**src/rtl/wb_arb2.sv**
```systemverilog
// rtl/wb_arb2.sv - two-master Wishbone B4 pipelined arbiter with outstanding tracking and watchdog
//
// Ports:
//   wb_clk_i, wb_rst_n_i        clock, asynchronous active-low reset
//   mN_cyc_i/stb_i/we_i         master N (N=0,1) cycle, strobe, write
//   mN_adr_i/dat_i/sel_i        master N address, write data, byte enables
//   mN_dat_o                    read data returned to master N
//   mN_ack_o/stall_o/err_o      acknowledge, stall, error to master N
//   wb_cyc_o/stb_o/we_o         shared slave cycle, strobe, write
//   wb_adr_o/dat_o/sel_o        shared slave address, write data, byte enables
//   wb_dat_i, wb_ack_i,
//   wb_stall_i, wb_err_i        slave read data and responses

`ifndef CORE_ADDR_WIDTH
`define CORE_ADDR_WIDTH 32
`endif
`ifndef CORE_DATA_WIDTH
`define CORE_DATA_WIDTH 32
`endif
`ifndef CORE_BE_WIDTH
`define CORE_BE_WIDTH 4
`endif

module wb_arb2 #(
  parameter int OUTST_MAX = 8,
  parameter int TIMEOUT   = 255
) (
  input  logic                        wb_clk_i,
  input  logic                        wb_rst_n_i,

  input  logic                        m0_cyc_i,
  input  logic                        m0_stb_i,
  input  logic                        m0_we_i,
  input  logic [`CORE_ADDR_WIDTH-1:0] m0_adr_i,
  input  logic [`CORE_DATA_WIDTH-1:0] m0_dat_i,
  input  logic [`CORE_BE_WIDTH-1:0]   m0_sel_i,
  output logic [`CORE_DATA_WIDTH-1:0] m0_dat_o,
  output logic                        m0_ack_o,
  output logic                        m0_stall_o,
  output logic                        m0_err_o,

  input  logic                        m1_cyc_i,
  input  logic                        m1_stb_i,
  input  logic                        m1_we_i,
  input  logic [`CORE_ADDR_WIDTH-1:0] m1_adr_i,
  input  logic [`CORE_DATA_WIDTH-1:0] m1_dat_i,
  input  logic [`CORE_BE_WIDTH-1:0]   m1_sel_i,
  output logic [`CORE_DATA_WIDTH-1:0] m1_dat_o,
  output logic                        m1_ack_o,
  output logic                        m1_stall_o,
  output logic                        m1_err_o,

  output logic                        wb_cyc_o,
  output logic                        wb_stb_o,
  output logic                        wb_we_o,
  output logic [`CORE_ADDR_WIDTH-1:0] wb_adr_o,
  output logic [`CORE_DATA_WIDTH-1:0] wb_dat_o,
  output logic [`CORE_BE_WIDTH-1:0]   wb_sel_o,
  input  logic [`CORE_DATA_WIDTH-1:0] wb_dat_i,
  input  logic                        wb_ack_i,
  input  logic                        wb_stall_i,
  input  logic                        wb_err_i
);

  localparam int OW = $clog2(OUTST_MAX) + 1;
  localparam int WW = $clog2(TIMEOUT + 1);
  localparam logic [OW-1:0] OUTST_FULL = OW'(OUTST_MAX);
  localparam logic [WW-1:0] WDOG_LIMIT = WW'(TIMEOUT);

  typedef enum logic [1:0] {
    IDLE = 2'd0,
    GNT0 = 2'd1,
    GNT1 = 2'd2
  } state_t;

  state_t          state, state_nxt;
  logic            last_gnt;
  logic [OW-1:0]   outst, outst_nxt;
  logic [WW-1:0]   wdog, wdog_nxt;

  logic            gnt0, gnt1, granted;
  logic            sel_cyc, sel_stb;
  logic            full, has_outst, resp, resp_valid;
  logic            abort, accept, release_gnt;

  always_comb begin
    gnt0       = (state == GNT0);
    gnt1       = (state == GNT1);
    granted    = gnt0 | gnt1;

    sel_cyc    = gnt1 ? m1_cyc_i : m0_cyc_i;
    sel_stb    = gnt1 ? m1_stb_i : m0_stb_i;

    full       = (outst == OUTST_FULL);
    has_outst  = (outst != '0);
    resp       = wb_ack_i | wb_err_i;
    // A response with nothing outstanding is stale (post-abort or post-reset) and is dropped.
    resp_valid = granted & resp & has_outst;

    // A response arriving in the expiry cycle clears the watchdog instead of aborting.
    abort      = granted & has_outst & ~resp & (wdog == WDOG_LIMIT);

    // The grant is being released on abort, so no new transfer is issued in that cycle.
    wb_stb_o   = granted & sel_cyc & sel_stb & ~full & ~abort;
    accept     = wb_stb_o & ~wb_stall_i;

    outst_nxt = outst;
    if (abort) begin
      outst_nxt = '0;
    end else if (accept & ~resp_valid) begin
      outst_nxt = outst + OW'(1);
    end else if (resp_valid & ~accept) begin
      outst_nxt = outst - OW'(1);
    end

    if (abort | resp | ~has_outst) begin
      wdog_nxt = '0;
    end else begin
      wdog_nxt = wdog + WW'(1);
    end

    // Releasing on the final drain response avoids holding wb_cyc_o an extra cycle.
    release_gnt = abort | (~sel_cyc & (outst_nxt == '0));

    state_nxt = state;
    case (state)
      IDLE: begin
        if (m0_cyc_i & m1_cyc_i) begin
          state_nxt = last_gnt ? GNT0 : GNT1;
        end else if (m0_cyc_i) begin
          state_nxt = GNT0;
        end else if (m1_cyc_i) begin
          state_nxt = GNT1;
        end
      end
      GNT0: begin
        if (release_gnt) state_nxt = m1_cyc_i ? GNT1 : IDLE;
      end
      GNT1: begin
        if (release_gnt) state_nxt = m0_cyc_i ? GNT0 : IDLE;
      end
      default: state_nxt = IDLE;
    endcase
  end

  always_ff @(posedge wb_clk_i or negedge wb_rst_n_i) begin
    if (!wb_rst_n_i) begin
      state    <= IDLE;
      last_gnt <= 1'b1;
      outst    <= '0;
      wdog     <= '0;
    end else begin
      state <= state_nxt;
      outst <= outst_nxt;
      wdog  <= wdog_nxt;
      if (state_nxt != state) begin
        if (state_nxt == GNT0) last_gnt <= 1'b0;
        else if (state_nxt == GNT1) last_gnt <= 1'b1;
      end
    end
  end

  always_comb begin
    wb_cyc_o   = granted;
    wb_we_o    = gnt1 ? m1_we_i  : m0_we_i;
    wb_adr_o   = gnt1 ? m1_adr_i : m0_adr_i;
    wb_dat_o   = gnt1 ? m1_dat_i : m0_dat_i;
    wb_sel_o   = gnt1 ? m1_sel_i : m0_sel_i;

    m0_dat_o   = wb_dat_i;
    m1_dat_o   = wb_dat_i;

    m0_ack_o   = gnt0 & wb_ack_i & has_outst;
    m1_ack_o   = gnt1 & wb_ack_i & has_outst;
    m0_err_o   = gnt0 & ((wb_err_i & has_outst) | abort);
    m1_err_o   = gnt1 & ((wb_err_i & has_outst) | abort);

    m0_stall_o = ~gnt0 | wb_stall_i | full | abort;
    m1_stall_o = ~gnt1 | wb_stall_i | full | abort;
  end

endmodule

```
**config.mk**
```make
export PLATFORM = sky130hd
export DESIGN_NAME = wb_arb2
export DESIGN_NICKNAME = d
export VERILOG_FILES = /design/src/rtl/wb_arb2.sv
export SDC_FILE = /design/constraint.sdc
export NUM_CORES = 1
export LEC_CHECK = 0
export BUFFER_PORTS_ARGS = -buffer_cell sky130_fd_sc_hd__buf_4
export CORE_AREA = 2 2 126 128
export DETAILED_ROUTE_END_ITERATION = 8
export DIE_AREA = 0 0 128 130
export PLACE_DENSITY = 0.56
export SETUP_SLACK_MARGIN = 0.4
export SLEW_MARGIN = 20
export SYNTH_ARGS = -nofsm -noshare
export SYNTH_HDL_FRONTEND = slang
export SYNTH_SLANG_ARGS = --single-unit
export TNS_END_PERCENT = 30
```
**constraint.sdc**
```tcl
create_clock -name wb_clk_i -period 4.8 [get_ports wb_clk_i]
set_input_delay 0.24 -clock wb_clk_i [delete_from_list [all_inputs] [get_ports wb_clk_i]]
set_output_delay 0.24 -clock wb_clk_i [all_outputs]
set_load 0.01 [all_outputs]
```
# Word-level counts from Yosys, hierarchy flattened
# Index checks and enable logic that the tools add are counted.
# totals
regBits	15
inputBits	179
out_inout_bits	141
word_cells	83
# op_classes
addsub	3
eq_ne	7
muxes	21
bitwise_logic	43
n_reduce_logical	5
# ops
op	count
$mux 32	2
$and 1x1->1	21
$mux 4	4
$mux 2	7
$or 1x1->1	12
$not 1->1	10
$add 8x1->8 const B	1
$eq 8x8->1 const B	1
$mux 8	1
$mux 1	6
$pmux 2 s3	1
$add 4x1->4 const B	1
$eq 2x1->1 const B	2
$eq 2x2->1 const B	2
$eq 4x4->1 const B	1
$logic_not 4->1	1
$reduce_bool 4->1	1
$sub 4x1->4 const B	1
$logic_not 2->1	1
$ne 2x2->1	1
$reduce_and 2->1	1
$reduce_bool 2->1	1

# Depth between registers and ports, before layout
# Gate-level depths: netlist of run 1.
# depth
depth_word	21
ltp_mapped	18
depth_no_buf	16

# Least setup slack after synthesis of run 1
# No wires, ideal clock.
# synth_path
path_kind	flip-flop to flip-flop
startpoint	register state[1]
endpoint	register last_gnt
setup_time_ns	0.075
t_arrival_ns	3.914
t_required_ns	4.725
setup_slack_ns	0.811
path_stages_with_launch	18
n_path_buf	1
synth_period_minus_slack_ns	3.989
cell_sequence	dfrtp_1 inv_1 ha_1 and4_1 and4_1 clkbuf_2 o211ai_2 and4_1 or3_4 o21a_4 mux2_4 a21o_1 ha_1 nand3b_1 a211oi_1 o211ai_1 o221ai_1 mux2i_1
# synth_via
elab_chain_len	21
word_cells_on_any_way	40
classes_between	eq/ne: 5; mux: 12; bitwise: 19; reduce/logical: 4
# synth_rtl
item	line	text
start: declaration	76	state_t state, state_nxt;
start signal: assignment	153	state <= state_nxt;
$eq 2x1->1 / $eq 2x2->1 (equally long branches)	87, 88	
$or 1x1->1 *	89	granted = gnt0 | gnt1;
named net wb_cyc_o	53	output logic wb_cyc_o,
$and 1x1->1 (3 in series)	101	abort = granted & has_outst & ~resp & (wdog == WDOG_LIMIT);
$not 1->1	104	wb_stb_o = granted & sel_cyc & sel_stb & ~full & ~abort;
$and 1x1->1	104	
$and 1x1->1	105	accept = wb_stb_o & ~wb_stall_i;
$not 1->1	112	end else if (resp_valid & ~accept) begin
[4 not listed]	n/a	
$logic_not 4->1	123	release_gnt = abort | (~sel_cyc & (outst_nxt == '0));
$and 1x1->1	123	
$or 1x1->1 *	123	
$mux 2 (on tied branches)	140, 137	
$pmux 2 s3 *	126	case (state)
$eq 2x1->1 / $eq 2x2->1 (equally long branches)	157, 158	
$reduce_bool 2->1 (no source line)	n/a	
$reduce_and 2->1 (no source line)	n/a	
end signal: assignment	149	last_gnt <= 1'b1;
end signal: assignment	157	if (state_nxt == GNT0) last_gnt <= 1'b0;
end signal: assignment	158	else if (state_nxt == GNT1) last_gnt <= 1'b1;
end: declaration	77	logic last_gnt;
# Mark *: on every way through the listed nets, which the timed path passes. The rest lies on a longest branch.
# A chain may end at the register's enable or synchronous reset.

# Final worst setup path of run 1
# layout_path
startpoint	register state[0]
endpoint	register last_gnt
# layout_via
elab_chain_len	21
word_cells_on_any_way	40
classes_between	eq/ne: 5; mux: 12; bitwise: 19; reduce/logical: 4
# layout_rtl
item	line
$eq 2x1->1 / $eq 2x2->1 (equally long branches)	87, 126, 88
$or 1x1->1	89
$and 1x1->1 (3 in series)	101
$not 1->1	104
$and 1x1->1	104
$and 1x1->1	105
$not 1->1	112
$and 1x1->1	112
[3 not listed]	n/a
$logic_not 4->1	123
$and 1x1->1	123
$or 1x1->1	123
$mux 2 (on tied branches)	140, 137
$pmux 2 s3	126
$eq 2x1->1 / $eq 2x2->1 (equally long branches)	157, 158
$reduce_bool 2->1 (no source line)	n/a
$reduce_and 2->1 (no source line)	n/a
# Several ways; a longest one is shown, not always the timed one.

==> metrics list, run 1 <==
- Worst reg2reg path endpoint: last_gnt
* Async set or reset register ratio after synthesis: 100.0%
- Number of library cell types mapped by synthesis: 52
* Tot Pwr: ~1700 uW
* Detailed-router iteration count before antenna repair: 4
* NumNets Final: about 640
* Number of levels in the clock H-tree: 1
- Measured along the x axis, the die boundary spans 128 um.
* Largest stage delay on the critical path: between 400 and 500 ps
* Critical path capture point type: register
- Cell at the root of the clock tree: sky130_fd_sc_hd__clkbuf_16
- During synthesis, Yosys emitted a total of 0 warnings.
* Achievable Freq: about 240 MHz
- 0 antenna diodes ended up in the layout.
- Total buffers and inverters traversed by the critical path: 1
- Sum Neg Setup Slack: 0 ps
- Worst-skew pair later-pin latency: 250 ps
* Slowest cell on the critical path: sky130_fd_sc_hd__or4_4
- Input and output buffers added on the ports amount to between 200 and 250.
- Counting every sink on the clock net gives 15.
- The flow ran to the end, and the final reports show no timing, DRC or antenna violations.
- The routed layout has around 2,700 vias.
- Die Y-Extent: between 100 and 150 um
- Summing every instance area after synthesis gives 2582 um^2.
- Areal power density over the cells: between 400 and 500 nW/um^2
- The tool flagged a number of max-cap violations equal to 0.
* Final number of hold-violating endpoints: 0
- Most frequent standard cell in the layout excluding fill and tap cells: sky130_fd_sc_hd__buf_4
- The worst register-to-register path begins at state[0].
- After the first detailed-routing iteration, the DRC count stood at about 150.
- The final number of max-transition violations was 0.
* Post-Route Skew: 3.831 ps
- Startpoint Class: register
- GRT Overall Usage: a little under an eighth
- Traced cell by cell, the critical path runs through inv_2 > ha_2 > nand2b_1 > or4_4 > o211ai_2 > a21oi_1 > or3_4 > o21a_4 > mux2_4 > a21o_1 > ha_1 > nand3b_1 > a211oi_2 > o211ai_1 > o221ai_1 > mux2i_1.
- The floorplan step defined a core boundary enclosing approximately 15,000 um^2.
- Counting I/O delays and the setup requirement, the final critical path takes 4162 ps.
* Hold WC Path Type: in2async
- Setup repair after global routing missed its margin: false
- Clock transition at the registers of the reported paths: 50 ps
* Worst max-slew margin expressed relative to the limit: 37.10%
* Routed length per instance: between 15 and 20 um
- CTS max path bufs: 2
- IR Drop Worst-Case VDD: 0.1440 mV
- Family with the most delay on the worst path: simple AND/OR/NAND/NOR gates
* Layout overhead on the synthesized area: 60.71%
- Cells with a size suffix above 1 make up 73.09% of the layout.
- Antenna violations before repair: 0
- The HPWL after detailed placement is between 9000 and 10,000 um.
- Worst-path fanout max: 6
- Worst Tran Pin Value: around 940 ps
- Setup violation total in the final timing report: 0
- Arrival time of data at the critical path endpoint: ~4300 ps
- Number of cell instances on the worst register-to-register path: 16
- CTS tree: built
- After synthesis the netlist holds a flip-flop and latch count of 15.
- FP Rows: 46
- At the end of the flow the core is filled with cells to a little over a quarter.
* Starting Density: 16.74%
* Static Leak: 0.001971 uW
* Synthesized instance count: ~290
- Vias in the first global route: between 2,000 and 3,000
* IO Count: 320
* EDFF count, synth: 0
- Prevailing post-synth register cell: sky130_fd_sc_hd__dfrtp_1
- The final critical path takes up between 80 and 90% of the cycle.
- For flop-to-flop paths, the worst setup slack is about 640 ps.
- Detailed-route wire length: 10,920 um
* Wire length of the first global-routing pass: about 14,000 um
- For the worst setup path, the data required time is between 4000 and 5000 ps.
* Average vias per placed instance: roughly 4.2
- The count of nets left with antenna violations once routing finished came out at 0.
- Maximum number of pins on one net before global-route repair: 76
- Count of unresolved DRC violations after routing: 0
* Setup Crit Path Kind: reg2reg
- Leaving out fill and tap cells, the most frequent cells in the layout are 226 x sky130_fd_sc_hd__buf_4, 70 x sky130_fd_sc_hd__mux2_2, 15 x sky130_fd_sc_hd__nor2_1.
* Fraction of the yosys area taken by sequential cells: between 10% and 20%
- Routability-driven placement finished with a final weighted congestion of roughly 0.80.
* Synth Area per Inst: around 9 um^2
- Number of nets in the synthesized netlist: ~480
* Residual overflow from global routing: 0
* Floorplan die area: 16,640 um^2
- Clock tree synthesis inserted a total of 3 buffers.
## flip-flops by register name, indices dropped and copies added (netlist names)
register  flops
outst         4
wdog          8
state         2
last_gnt      1
## metrics by stage
| stage | worst slack, ps | instances | cell area [um^2] | hold WS [ps] |
|---|---|---|---|---|
| after floorplan | 810.6 | 288 | 2582 | -55.59 |
| after global placement | 461.2 | 630 | 3990 | 108.5 |
| after detailed placement | 302.0 | 630 | 3990 | 110.3 |
| after CTS | 422.3 | 635 | 4088 | 369.9 |
| after global routing | 406.1 | 638 | 4150 | 397.1 |
| final | 637.6 | 638 | 4150 | 379.7 |
## power breakdown
group	total (uW)	leakage (uW)	switching, uW	internal, uW
Sequential	208	0.000192	45.3	163
Clock	166	0.0000371	54.2	112
Combinational	1300	0.00174	610	689
## how the worst max path moves through the flow
stage / cells past startpoint / start / endpoint
2_1_floorplan: 17 / state[1] / last_gnt
6_report: 16 / state[0] / last_gnt
4_1_cts: 16 / state[0] / last_gnt
5_1_grt: 16 / state[0] / last_gnt
3_3_place_gp: 16 / state[1] / last_gnt
3_5_place_dp: 16 / state[1] / last_gnt
## cell type report
cell class / count / area (um^2)
Tap cell: 192 / 240.2
Inverter: 6 / 22.52
Clock inverter: 1 / 7.507
Sequential cell: 15 / 379.1
Clock buffer: 3 / 75.07
Fill cell: 1669 / 11270
Timing Repair Buffer: 228 / 1727
Multi-Input combinational cell: 193 / 1699
## timing repair
item,in CTS,in global routing
gates resized for setup,3,9
hold endpoints to repair,14,0
setup endpoints to repair,1,1
buffers inserted,0,3
hold buffers,1,0
## cell families (layout without fill, tap and decap cells)
kind of cell	after synthesis	in the layout	synth area share, %
xor+xnor	8	8	2.713
buf+inv	80	238	21.27
compound gates	28	28	8.091
fa+ha+maj	9	9	4.361
mux	76	76	33.24
simple gates	72	72	15.75
flops	15	15	14.58
## metal layers
layer	track usage, %	up-vias	part of all wire (%)
met2	19.25	148	49
met3	2.583	8	7.8
li1	-	1279	-
met1	15.17	1225	42
met5	0	-	0
met4	2.586	0	0.75
## Yosys cell counts (3+ instances only)
| cell | instances | area share, % |
|---|---|---|
| sky130_fd_sc_hd__mux2_2 | 70 | 31 |
| sky130_fd_sc_hd__buf_4 | 64 | 19 |
| sky130_fd_sc_hd__nor2_1 | 15 | 2.2 |
| sky130_fd_sc_hd__dfrtp_1 | 14 | 14 |
| sky130_fd_sc_hd__nand2_1 | 14 | 2.0 |
| sky130_fd_sc_hd__ha_1 | 9 | 4.4 |
| sky130_fd_sc_hd__nand3_1 | 8 | 1.6 |
| sky130_fd_sc_hd__inv_1 | 6 | 0.87 |
| sky130_fd_sc_hd__o21ai_0 | 6 | 1.2 |
| sky130_fd_sc_hd__buf_1 | 5 | 0.73 |
| sky130_fd_sc_hd__nor3_1 | 5 | 0.97 |
| sky130_fd_sc_hd__a21oi_1 | 4 | 0.78 |
| sky130_fd_sc_hd__and2_1 | 4 | 0.97 |
| sky130_fd_sc_hd__and4_1 | 4 | 1.4 |
| sky130_fd_sc_hd__mux2i_1 | 4 | 1.6 |
| sky130_fd_sc_hd__nand4_1 | 4 | 0.97 |
| sky130_fd_sc_hd__xnor2_1 | 4 | 1.4 |
| sky130_fd_sc_hd__xor2_1 | 4 | 1.4 |
| sky130_fd_sc_hd__and3_1 | 3 | 0.73 |
| sky130_fd_sc_hd__clkbuf_1 | 3 | 0.44 |
(Power assumes the default switching activity.)
==> inputs of run 2 (changes only) <==
- CAP_MARGIN: default -> 20
- RECOVER_POWER: default -> 50
==> metrics list, run 2 (synthesis gave the netlist of run 1 again) <==
* Result of the run: completed
- The cell that appears most often on the critical path is sky130_fd_sc_hd__ha_1.
- Total number of clock tree sinks: 15
- The worst setup path is captured at a register.
* Count of unresolved DRC violations after routing: 0
- Routed length per instance: between 15 and 20 um
- The floorplan has 46 rows.
* Sum Neg Setup Slack: 0 ps
- Areal power density over the cells: around 400 nW/um^2
* Die Y-Extent: around 130 um
- Worst Tran Pin Value: between 900 and 1000 ps
- Routed length on met3: a little over 800 um
- Detailed-route wire length: approximately 11,000 um
* Portion of the clock cycle consumed by the worst path in the final layout: approximately 90%
- Post-Route Skew: roughly 3.8 ps
- Hold WC Path Type: in2reg
- Residual overflow from global routing: 0
- Startpoint Class: register
* CTS max path bufs: 2
- NumNets Final: approximately 640
- Worst-skew pair later-pin latency: roughly 250 ps
- Tot Pwr: around 1700 uW
- After clock tree synthesis, the clock-pin slew on the worst setup and hold paths is around 50 ps.
- The count of buffers added on input and output ports is between 200 and 250.
- Summed over all cells, the static leakage comes to about 0.002 uW.
- Largest stage delay on the critical path: approximately 530 ps
- Pins Over Slew Limit: 0
- Wire length on met1: around 4600 um
* Uppermost routed layer: met4
- Arrival time of data at the critical path endpoint: approximately 4500 ps
- The placed instances occupy a cell area of about 4000 um^2.
- The via count of the first global-routing pass is ~2,500.
* Ant. Diodes: 0
- Final number of hold-violating endpoints: 0
* Die width: about 130 um
* Global placer's final weighted congestion: 0.7980
- Most frequent standard cell in the layout excluding fill and tap cells: sky130_fd_sc_hd__buf_4
- After layout, the minimum clock period comes to approximately 4300 ps.
- Achievable Freq: 234.0 MHz
- The core region is around 15,000 um^2.
* CTS tree: built
* Cell at the root of the clock tree: sky130_fd_sc_hd__clkbuf_16
- Summed over all nets, the half-perimeter wirelength after detailed placement is 9481 um.
- The first routing iteration left ~120 violations.
- Prior to clock tree synthesis, the placed netlist has a worst setup slack of approximately 300 ps.
* Worst endpoint required time: 4970 ps
- Setup Crit Path Kind: reg2reg
- Using the TritonRoute via totals, the vias-per-cell ratio works out to around 4.2.
- Count of antenna-violating nets left after detailed routing: 0
- Largest register FFs: 8
* Commonest cells after routing, fill and taps aside: 225 x sky130_fd_sc_hd__buf_4, 70 x sky130_fd_sc_hd__mux2_2, 15 x sky130_fd_sc_hd__nor2_1
- Wire length of the first global-routing pass: roughly 14,000 um
- GRT Overall Usage: a little under an eighth
- Setup WS post-layout: between 500 and 600 ps
- Worst-path fanout max: 10
- Among all stages on the critical path, the largest delay is contributed by sky130_fd_sc_hd__or3b_1.
* Setup violation total in the final timing report: 0
- Largest registers in the final layout: wdog x8, outst x4, state x2
- The first detailed-routing pass took 4 iterations.
* IR Drop Worst-Case VDD: ~0.15 mV
- Layout overhead on the synthesized area: 60.37%
- The tool flagged a number of max-cap violations equal to 0.
- Register name with the most flops: wdog
- After filler insertion, the fill cell instance count of the layout stands at approximately 1,700.
- Of the cells placed in the final design, the portion with a size suffix greater than 1 is 72.20%.
- The critical path goes through inv_1 > ha_1 > or3b_1 > nand4_2 > nand4_1 > and4_1 > or3_4 > o21a_4 > mux2_4 > a21o_1 > ha_1 > nand3b_1 > a211oi_2 > o211ai_1 > o221ai_1 > mux2i_1.
- Wire length on met2: between 5000 and 6000 um
* Floorplan die area: roughly 17,000 um^2
- Setup repair after global routing left no endpoint under its margin.
- Total non-filler cell area in the finished layout: about 4100 um^2
- IO Count: between 300 and 400
- Number of levels in the clock H-tree: 1
* Num CTS Buffers: 3
* Maximum number of pins on one net before global-route repair: 76
- The initial antenna violation count came to 0.
* Worst max-slew margin expressed relative to the limit: approximately 38%
- Starting Density: ~17%
- Via Count: roughly 2,700
run 2: where the power goes:
group	leakage, uW	switching (uW)	internal [uW]	total (uW)
registers	0.000192	43.2	163	206
clock network	0.0000371	54.1	112	166
logic	0.00174	610	682	1290
run 2: area by class of cell:
class                      instances  area (um^2)  area share (%)
timing repair buffer             228         1723           41.60
sequential                        15        379.1           9.154
clock buffer                       3        75.07           1.813
inverter                           6        22.52          0.5438
clock inverter                     1        7.507          0.1813
multi-input combinational        193         1694           40.91
tap                              192        240.2           5.801
run 2: repair_timing:
action                                 in CTS  in global routing
gates cloned                                0                  0
gates resized for setup                     3                  9
setup endpoints to repair                   1                  1
hold buffers                                1                  0
endpoints found under the hold margin      14                  0
buffers inserted                            0                  3
run 2: path summary, 6_finish.rpt:
path | end | depth (start not counted) | start | slack [ps]
min in group asynchronous | wdog[4] | 2 | wb_rst_n_i | 600
hold / removal | wdog[6] | 3 | wb_ack_i | 380
setup reg to reg | last_gnt | 16 | outst[1] | 530
hold reg to reg | last_gnt | 2 | last_gnt | 470
max in group asynchronous | state[0] | 2 | wb_rst_n_i | 3620
setup / recovery | last_gnt | 16 | outst[1] | 530
run 2: through the flow:
stage	hold WS, ps	util, %	cells
global route	397.7	26.85	638
CTS	369.9	26.50	635
finish	379.6	26.85	638
detailed placement	110.3	25.87	630
global placement	108.5	25.87	630
floorplan	-55.59	-	288
run 2: metal layers:
layer  GRT usage, %  vias up
met2          19.25      146
met3          2.583        8
met1          15.17     1239
li1               -     1274
met5              0        -
met4          2.586        0
run 2: worst max-delay path: cells and delay by family, from the launching register on:
family | cells | cell delay [ps]
AOI/OAI and AO/OA | 5 | 870
and+or+nand+nor | 6 | 1750
muxes | 2 | 510
DFF | 1 | 420
buffers and inverters | 1 | 110
adders and majority gates | 2 | 540
